File: src/rtl/ram512_ctrl_if.sv
// ----------------------------------------------------------------------------
// ram512_ctrl_if
// Client-side request/response bus of the 512 x 16 RAM front-end.
//
// Handshake: a request transfers on a rising clk edge where req_valid and
// req_ready are both 1. The client holds req_we/req_addr/req_wdata stable
// while req_valid is high and not yet accepted. There is no backpressure on
// the response side: rsp_valid is a single-cycle strobe and rsp_data holds
// its value until the next response.
//
// Signals:
//   req_valid  client -> ctrl  request present
//   req_ready  ctrl -> client  request can be taken this cycle
//   req_we     client -> ctrl  1 = write, 0 = read
//   req_addr   client -> ctrl  word address
//   req_wdata  client -> ctrl  write data
//   rsp_valid  ctrl -> client  one-cycle read-data strobe
//   rsp_data   ctrl -> client  read data
// ----------------------------------------------------------------------------
interface ram512_ctrl_if #(
   parameter int ADDR_W = 9,
   parameter int DATA_W = 16
);
   logic              req_valid;
   logic              req_ready;
   logic              req_we;
   logic [ADDR_W-1:0] req_addr;
   logic [DATA_W-1:0] req_wdata;
   logic              rsp_valid;
   logic [DATA_W-1:0] rsp_data;

   modport master (
      output req_valid, req_we, req_addr, req_wdata,
      input  req_ready, rsp_valid, rsp_data
   );

   modport slave (
      input  req_valid, req_we, req_addr, req_wdata,
      output req_ready, rsp_valid, rsp_data
   );
endinterface

File: src/rtl/ram512_ctrl.sv
// ----------------------------------------------------------------------------
// ram512_ctrl
// Request/response front-end for a 512 x 16 RAM with a registered read port.
// Accepts single-word reads/writes from one client, waits out the RAM read
// latency and returns read data with a one-cycle strobe. A fill engine writes
// one value to every address (memory clear at boot).
//
// Ports:
//   clk, rst_n    clock (rising edge), asynchronous active-low reset
//   bus           client request/response bus (slave side)
//   fill_start    start fill, only looked at in IDLE
//   fill_value    fill word, captured together with fill_start
//   fill_busy     fill in progress
//   fill_done     one-cycle pulse after the last fill write
//   ram_in        RAM write data        (registered)
//   ram_address   RAM address           (registered)
//   ram_load      RAM write enable      (registered)
//   ram_out       RAM read data, valid READ_LATENCY edges after ram_address
//   dbg_state     current FSM state, for observation only
//
// DEPTH must equal 2**ADDR_W; READ_LATENCY is legal from 1 to 7.
// ----------------------------------------------------------------------------
module ram512_ctrl #(
   parameter int ADDR_W       = 9,
   parameter int DATA_W       = 16,
   parameter int DEPTH        = 512,
   parameter int READ_LATENCY = 1
) (
   input  logic              clk,
   input  logic              rst_n,
   ram512_ctrl_if.slave      bus,
   input  logic              fill_start,
   input  logic [DATA_W-1:0] fill_value,
   output logic              fill_busy,
   output logic              fill_done,
   output logic [DATA_W-1:0] ram_in,
   output logic [ADDR_W-1:0] ram_address,
   output logic              ram_load,
   input  logic [DATA_W-1:0] ram_out,
   output logic [1:0]        dbg_state
);

   typedef enum logic [1:0] {
      IDLE      = 2'd0,
      WRITE     = 2'd1,
      READ_WAIT = 2'd2,
      FILL      = 2'd3
   } state_t;

   localparam int            CNT_W    = 3;
   // The fill counter is one bit wider than the address so that reaching
   // DEPTH (one past the last address) marks the end without wrapping.
   localparam logic [ADDR_W:0] FILL_END = (ADDR_W+1)'(DEPTH);

   state_t              state_q, state_d;
   logic [CNT_W-1:0]    cnt_q, cnt_d;
   logic [ADDR_W:0]     fill_addr_q, fill_addr_d;
   logic [DATA_W-1:0]   fill_word_q, fill_word_d;
   logic [DATA_W-1:0]   ram_in_q, ram_in_d;
   logic [ADDR_W-1:0]   ram_address_q, ram_address_d;
   logic                ram_load_q, ram_load_d;
   logic                rsp_valid_q, rsp_valid_d;
   logic [DATA_W-1:0]   rsp_data_q, rsp_data_d;
   logic                fill_busy_q, fill_busy_d;
   logic                fill_done_q, fill_done_d;

   // A pending fill_start blocks request acceptance so fill wins the cycle.
   assign bus.req_ready = (state_q == IDLE) & ~fill_start;
   assign bus.rsp_valid = rsp_valid_q;
   assign bus.rsp_data  = rsp_data_q;

   assign fill_busy   = fill_busy_q;
   assign fill_done   = fill_done_q;
   assign ram_in      = ram_in_q;
   assign ram_address = ram_address_q;
   assign ram_load    = ram_load_q;
   assign dbg_state   = state_q;

   always_ff @(posedge clk or negedge rst_n) begin
      if (!rst_n) begin
         state_q       <= IDLE;
         cnt_q         <= '0;
         fill_addr_q   <= '0;
         fill_word_q   <= '0;
         ram_in_q      <= '0;
         ram_address_q <= '0;
         ram_load_q    <= 1'b0;
         rsp_valid_q   <= 1'b0;
         rsp_data_q    <= '0;
         fill_busy_q   <= 1'b0;
         fill_done_q   <= 1'b0;
      end else begin
         state_q       <= state_d;
         cnt_q         <= cnt_d;
         fill_addr_q   <= fill_addr_d;
         fill_word_q   <= fill_word_d;
         ram_in_q      <= ram_in_d;
         ram_address_q <= ram_address_d;
         ram_load_q    <= ram_load_d;
         rsp_valid_q   <= rsp_valid_d;
         rsp_data_q    <= rsp_data_d;
         fill_busy_q   <= fill_busy_d;
         fill_done_q   <= fill_done_d;
      end
   end

   always_comb begin
      state_d       = state_q;
      cnt_d         = cnt_q;
      fill_addr_d   = fill_addr_q;
      fill_word_d   = fill_word_q;
      ram_in_d      = ram_in_q;
      ram_address_d = ram_address_q;
      ram_load_d    = 1'b0;
      rsp_valid_d   = 1'b0;
      rsp_data_d    = rsp_data_q;
      fill_busy_d   = fill_busy_q;
      fill_done_d   = 1'b0;

      unique case (state_q)
         IDLE: begin
            if (fill_start) begin
               // Address 0 is driven straight from the start edge, so the
               // counter holds the next address to write and fill_busy and
               // ram_load are both high for exactly DEPTH cycles.
               fill_word_d   = fill_value;
               ram_address_d = '0;
               ram_in_d      = fill_value;
               ram_load_d    = 1'b1;
               fill_addr_d   = (ADDR_W+1)'(1);
               fill_busy_d   = 1'b1;
               state_d       = FILL;
            end else if (bus.req_valid) begin
               ram_address_d = bus.req_addr;
               if (bus.req_we) begin
                  ram_in_d   = bus.req_wdata;
                  ram_load_d = 1'b1;
                  state_d    = WRITE;
               end else begin
                  cnt_d   = CNT_W'(READ_LATENCY);
                  state_d = READ_WAIT;
               end
            end
         end

         // RAM commits the write on this edge; ram_load drops by default.
         WRITE: begin
            state_d = IDLE;
         end

         // ram_address is left untouched, so it stays stable for the read.
         READ_WAIT: begin
            if (cnt_q == '0) begin
               rsp_data_d  = ram_out;
               rsp_valid_d = 1'b1;
               state_d     = IDLE;
            end else begin
               cnt_d = cnt_q - CNT_W'(1);
            end
         end

         FILL: begin
            if (fill_addr_q == FILL_END) begin
               fill_busy_d = 1'b0;
               fill_done_d = 1'b1;
               state_d     = IDLE;
            end else begin
               ram_address_d = fill_addr_q[ADDR_W-1:0];
               ram_in_d      = fill_word_q;
               ram_load_d    = 1'b1;
               fill_addr_d   = fill_addr_q + (ADDR_W+1)'(1);
            end
         end

         default: begin
            state_d = IDLE;
         end
      endcase
   end

endmodule

File: src/flat_wrapper.sv
// flat-port wrapper written by rule: the top's interface ports become plain ports
module ram512_ctrl_flat 
#(
   parameter int ADDR_W       = 9,
   parameter int DATA_W       = 16,
   parameter int DEPTH        = 512,
   parameter int READ_LATENCY = 1
)
  (clk, rst_n, fill_start, fill_value, fill_busy, fill_done, ram_in, ram_address, ram_load, ram_out, dbg_state, bus_req_valid, bus_req_we, bus_req_addr, bus_req_wdata, bus_req_ready, bus_rsp_valid, bus_rsp_data);
  ram512_ctrl_if #(.ADDR_W(ADDR_W), .DATA_W(DATA_W)) bus_i ();
  input  logic clk;
  input  logic rst_n;
  input  logic fill_start;
  input  logic [DATA_W-1:0] fill_value;
  output logic fill_busy;
  output logic fill_done;
  output logic [DATA_W-1:0] ram_in;
  output logic [ADDR_W-1:0] ram_address;
  output logic ram_load;
  input  logic [DATA_W-1:0] ram_out;
  output logic [1:0] dbg_state;
  input wire logic [$bits(bus_i.req_valid)-1:0] bus_req_valid;
  input wire logic [$bits(bus_i.req_we)-1:0] bus_req_we;
  input wire logic [$bits(bus_i.req_addr)-1:0] bus_req_addr;
  input wire logic [$bits(bus_i.req_wdata)-1:0] bus_req_wdata;
  output wire logic [$bits(bus_i.req_ready)-1:0] bus_req_ready;
  output wire logic [$bits(bus_i.rsp_valid)-1:0] bus_rsp_valid;
  output wire logic [$bits(bus_i.rsp_data)-1:0] bus_rsp_data;
  assign bus_i.req_valid = bus_req_valid;
  assign bus_i.req_we = bus_req_we;
  assign bus_i.req_addr = bus_req_addr;
  assign bus_i.req_wdata = bus_req_wdata;
  assign bus_req_ready = bus_i.req_ready;
  assign bus_rsp_valid = bus_i.rsp_valid;
  assign bus_rsp_data = bus_i.rsp_data;
  ram512_ctrl #(.ADDR_W(ADDR_W), .DATA_W(DATA_W), .DEPTH(DEPTH), .READ_LATENCY(READ_LATENCY)) u_core (.clk(clk), .rst_n(rst_n), .bus(bus_i), .fill_start(fill_start), .fill_value(fill_value), .fill_busy(fill_busy), .fill_done(fill_done), .ram_in(ram_in), .ram_address(ram_address), .ram_load(ram_load), .ram_out(ram_out), .dbg_state(dbg_state));
endmodule
File: config.mk
export PLATFORM = sky130hd
export DESIGN_NAME = ram512_ctrl_flat
export DESIGN_NICKNAME = d
export VERILOG_FILES = /design/src/rtl/ram512_ctrl_if.sv /design/src/rtl/ram512_ctrl.sv /design/src/flat_wrapper.sv
export SDC_FILE = /design/constraint.sdc
export NUM_CORES = 1
export LEC_CHECK = 0
export ABC_CLOCK_PERIOD_IN_PS = 2700
export CORE_MARGIN = 2
export CORE_UTILIZATION = 40
export DETAILED_ROUTE_END_ITERATION = 8
export PLACE_DENSITY_LB_ADDON = 0.08
export REMOVE_ABC_BUFFERS = 1
export SLEW_MARGIN = 40
export SYNTH_ARGS = -nofsm -noshare
export SYNTH_HDL_FRONTEND = slang
export SYNTH_SLANG_ARGS = --single-unit
File: constraint.sdc
create_clock -name clk -period 2.7 [get_ports clk]
set_clock_uncertainty 0.15 [all_clocks]
set_input_delay 0.675 -clock clk [delete_from_list [all_inputs] [get_ports clk]]
set_output_delay 0.675 -clock clk [all_outputs]
set_load 0.005 [all_outputs]
==> impl_table.tex <==
\begin{tabular}{lr}
\hline
Metric & Value \\
\hline
\multicolumn{2}{l}{\textbf{Yosys}} \\
\quad Synth Cell Area & $\sim$0.0037 mm² \\
\quad Area leader, netlist & sky130\_fd\_sc\_hd\_\_dfrtp\_1 \\
\quad Average footprint of a synthesized cell & between 10 and 15 µm² \\
\quad Total of flip-flops plus latches after synthesis & between 70 and 80 \\
\quad Cell with the most instances after synthesis & sky130\_fd\_sc\_hd\_\_dfrtp\_1 \\
\quad Top post-synthesis cells by area & sky130\_fd\_sc\_hd\_\_dfrtp\_1 51\%, sky130\_fd\_sc\_hd\_\_mux2\_2 11\%, sky130\_fd\_sc\_hd\_\_mux2\_4 7.6\% \\
\quad Unique masters post-synth & 38 \\
\quad Area fraction of the dominant cell type after synthesis & about half \\
\quad Flip-flop cell with the highest count after synthesis & sky130\_fd\_sc\_hd\_\_dfrtp\_1 \\
\quad Most numerous cell types in the synthesized netlist & 76 x sky130\_fd\_sc\_hd\_\_dfrtp\_1, 38 x sky130\_fd\_sc\_hd\_\_mux2\_2, 33 x sky130\_fd\_sc\_hd\_\_o21ai\_0, 30 x sky130\_fd\_sc\_hd\_\_nand2\_1 \\
\quad Proportion of synthesized chip area in sequential cells & 50.8\% \\
\quad Fraction of synthesis flops using an asynchronous set or reset pin & 100\% \\
\quad Number of standard cells after synthesis & about 310 \\
\quad EDFF count, synth & 0 \\
\quad Synthesis Warnings & 0 \\
\multicolumn{2}{l}{\textbf{Critical path}} \\
\quad Critical Path RT & about 1.9 ns \\
\quad Slowest stage cell on the critical path & sky130\_fd\_sc\_hd\_\_clkdlybuf4s50\_1 \\
\quad Kind of launch point of the worst setup path & input pin \\
\quad Reg-to-Reg Start & u\_core.fill\_addr\_q[7] \\
\quad Cell-by-cell trace of the critical path & clkdlybuf4s50\_1, nand2b\_1, inv\_2, clkdlybuf4s50\_1 \\
\quad Critical Path AT & between 1.5 and 2 ns \\
\quad Source of the critical timing path & fill\_start \\
\quad Cell seen most often among critical-path stages & sky130\_fd\_sc\_hd\_\_clkdlybuf4s50\_1 \\
\quad Worst setup path category & input pin to primary output \\
\quad CP max FO & 2 \\
\quad Worst stage delay on the critical path & 0.49 ns \\
\quad Category of the worst setup path capture point & primary output \\
\multicolumn{2}{l}{\textbf{Global route}} \\
\quad Vias in the first global route & about 2800 \\
\quad Pin count of the biggest net entering global routing & 52 \\
\quad Initial antenna violation count & 0 \\
\quad Wire length of the first global-routing pass & 13.7 mm \\
\quad Overall routing resource usage & around 17\% \\
\quad Remaining global-route overflow & 0 \\
\multicolumn{2}{l}{\textbf{CTS}} \\
\quad CTS tree & yes \\
\quad Clock net sink count & 76 \\
\quad CTS-repair resized insts & 0 \\
\quad Clock-pin slew on the worst setup and hold paths & around 0.08 ns \\
\quad Clock tree buffer depth & 2 \\
\quad Number of setup buffers added after CTS & 0 \\
\quad Clock Latency Late Sink & 0.34 ns \\
\quad TritonCTS buffer count & 9 \\
\quad CTS Root Cell & sky130\_fd\_sc\_hd\_\_clkbuf\_8 \\
\quad H-tree lvl count & 3 \\
\quad Number of hold-repair buffers added at the cts stage & 0 \\
\multicolumn{2}{l}{\textbf{Die}} \\
\quad Ports & 110 \\
\quad Floorplan die area & slightly above 0.01 mm² \\
\quad Horizontal die dimension & just over 100 µm \\
\quad Number of cell rows & 35 \\
\quad Core region area & about 0.009 mm² \\
\quad Die H & roughly 100 µm \\
\quad Initial core utilization & between 40\% and 50\% \\
\multicolumn{2}{l}{\textbf{Timing}} \\
\quad RSZ-0062 raised after global routing & false \\
\quad Final worst path period share & a little over nine tenths \\
\quad Rel. slew slack & a little over half \\
\quad Number of pins with negative max-slew slack in the final report & 0 \\
\quad Worst slew pin tran & 0.682 ns \\
\quad Final setup violation count & 0 \\
\quad Number of endpoints with negative hold slack in the final report & 0 \\
\quad Aggregate negative setup slack & 0 ns \\
\quad Shortest period the worst path allows & between 2 and 3 ns \\
\quad Top achievable clock speed & about 380 MHz \\
\quad Min Hold Slack & about 0.13 ns \\
\multicolumn{2}{l}{\textbf{Final layout}} \\
\quad Final standard cell utilization of the core & 56.5\% \\
\quad Area of combinational cells with multiple inputs & between 0.0015 and 0.002 mm² \\
\quad NumNets Final & 492 \\
\quad Area used by sequential logic in the layout & roughly 0.0019 mm² \\
\quad Layout area overhead & 38.2\% \\
\quad Number of antenna repair diodes & 0 \\
\quad Layout cell share with drive strength beyond 1 & a little over a fifth \\
\quad Post-route design area & 0.00517 mm² \\
\quad Layout filler cell count & between 800 and 900 \\
\multicolumn{2}{l}{\textbf{Place}} \\
\quad GPL Wtd Cong & 0.812 \\
\quad Count of input and output buffers & approximately 110 \\
\quad Area of placed instances & a little under 0.005 mm² \\
\quad HPWL after detailed placement & 5.88 mm \\
\multicolumn{2}{l}{\textbf{Route}} \\
\quad TritonRoute pass-1 iters & 4 \\
\quad Via density per instance & just over 5 \\
\quad First DRT Iteration DRCs & 71 \\
\quad Detail-routed net length per standard cell & $\sim$16 µm \\
\quad Final antenna-violating net count & 0 \\
\quad Routed wire length & 8.49 mm \\
\quad DRC violation count after routing & 0 \\
\quad Routed via count & 2792 \\
\multicolumn{2}{l}{\textbf{Flow run}} \\
\quad Number of maximum-capacitance constraint violations & 0 \\
\multicolumn{2}{l}{\textbf{Outcome}} \\
\quad Outcome & finished, final reports clean \\
\multicolumn{2}{l}{\textbf{Pwr}} \\
\quad Pwr Total & about 0.0054 W \\
\quad Highest ir drop seen on vdd & around 0.00046 V \\
\quad Leakage power & roughly 2.2 nW \\
\quad Power density over cell area & roughly 1000 mW/mm² \\
\multicolumn{2}{l}{\textbf{Worst hold path}} \\
\quad Worst Hold Class & input pin to async pin \\
\hline
\end{tabular}
routing by layer:
layer / track usage, % / share of wire, %
met5: 0 / 0
met4: 6.11 / 1.0
met3: 2.98 / 5.3
met2: 28.4 / 47
met1: 23.1 / 47
critical path, delay by kind of cell:
family	cells	cell delay, ns
and+or+nand+nor	1	0.18
buffers and inverters	3	0.98
power by group:
group	switching, W	leakage (nW)	internal (W)
combinational	0.00101	1.22	0.00163
sequential	0.000258	0.927	0.00163
clock	0.000426	0.0915	0.000422
state kept, by name, indices dropped and copies added, names as in the netlist:
register	flops
u_core.bus.rsp_data	16
u_core.fill_busy	1
u_core.dbg_state	2
u_core.bus.rsp_valid	1
u_core.ram_address	9
u_core.fill_word_q	16
u_core.ram_in	16
u_core.cnt_q	3
u_core.fill_done	1
u_core.fill_addr_q	10
u_core.ram_load	1
through the flow:
| stage | worst slack, ns | std cells |
|---|---|---|
| after floorplan | -0.349 | 294 |
| after global placement | 0.00827 | 523 |
| after detailed placement | 0.0229 | 523 |
| after CTS | 0.00885 | 538 |
| after global routing | 0.00979 | 538 |
| final | 0.0363 | 538 |
cell families (layout without fill, tap and decap cells):
kind of cell	after synthesis	after routing	synth area share, %
AOI/OAI and AO/OA	65	65	11.3
muxes	76	76	24.1
buffers and inverters	30	146	3.71
DFF	76	76	50.8
adders and majority gates	7	7	2.34
and+or+nand+nor	57	57	7.66
layout make-up:
type                       instances  share of cell area (%)
clock buffer                       9                    2.39
clock inverter                     6                    1.23
inverter                          13                   0.943
multi-input combinational        205                    33.1
sequential                        76                    36.8
tap                              111                    2.69
timing repair buffer             118                    22.8
final timing paths:
check / end / slack (ns) / depth (start not counted)
worst min-delay path: u_core.ram_address[8] / 0.13 / 1
max in group asynchronous: u_core.ram_in[4] / 1.68 / 2
min in group clk: u_core.fill_addr_q[9] / 0.35 / 1
worst min register to register: u_core.fill_addr_q[9] / 0.35 / 1
worst max-delay path: bus_req_ready / 0.04 / 4
worst max register to register: u_core.ram_address[5] / 0.53 / 4
cell usage in the layout (no fill, tap or decap), drive strengths merged:
cell             n
a221o            1
or3              1
o311ai           1
nor4b            1
nand3            7
bufinv           1
o31ai            8
nand2b           3
mux2i           19
clkdlybuf4s50  108
nand2           30
a22oi            3
and3             3
o21ai           34
inv             14
nor2b            1
and2             1
buf             10
a31oi            3
nand4            2
a21oi            1
dfrtp           76
ha               7
o31a             2
nor2             8
o221a            1
clkbuf           9
a22o             9
clkinv           2
mux2            57
o21bai           1
clkinvlp         2
o21a             1
No activity file was read; power rests on OpenSTA's default activity.
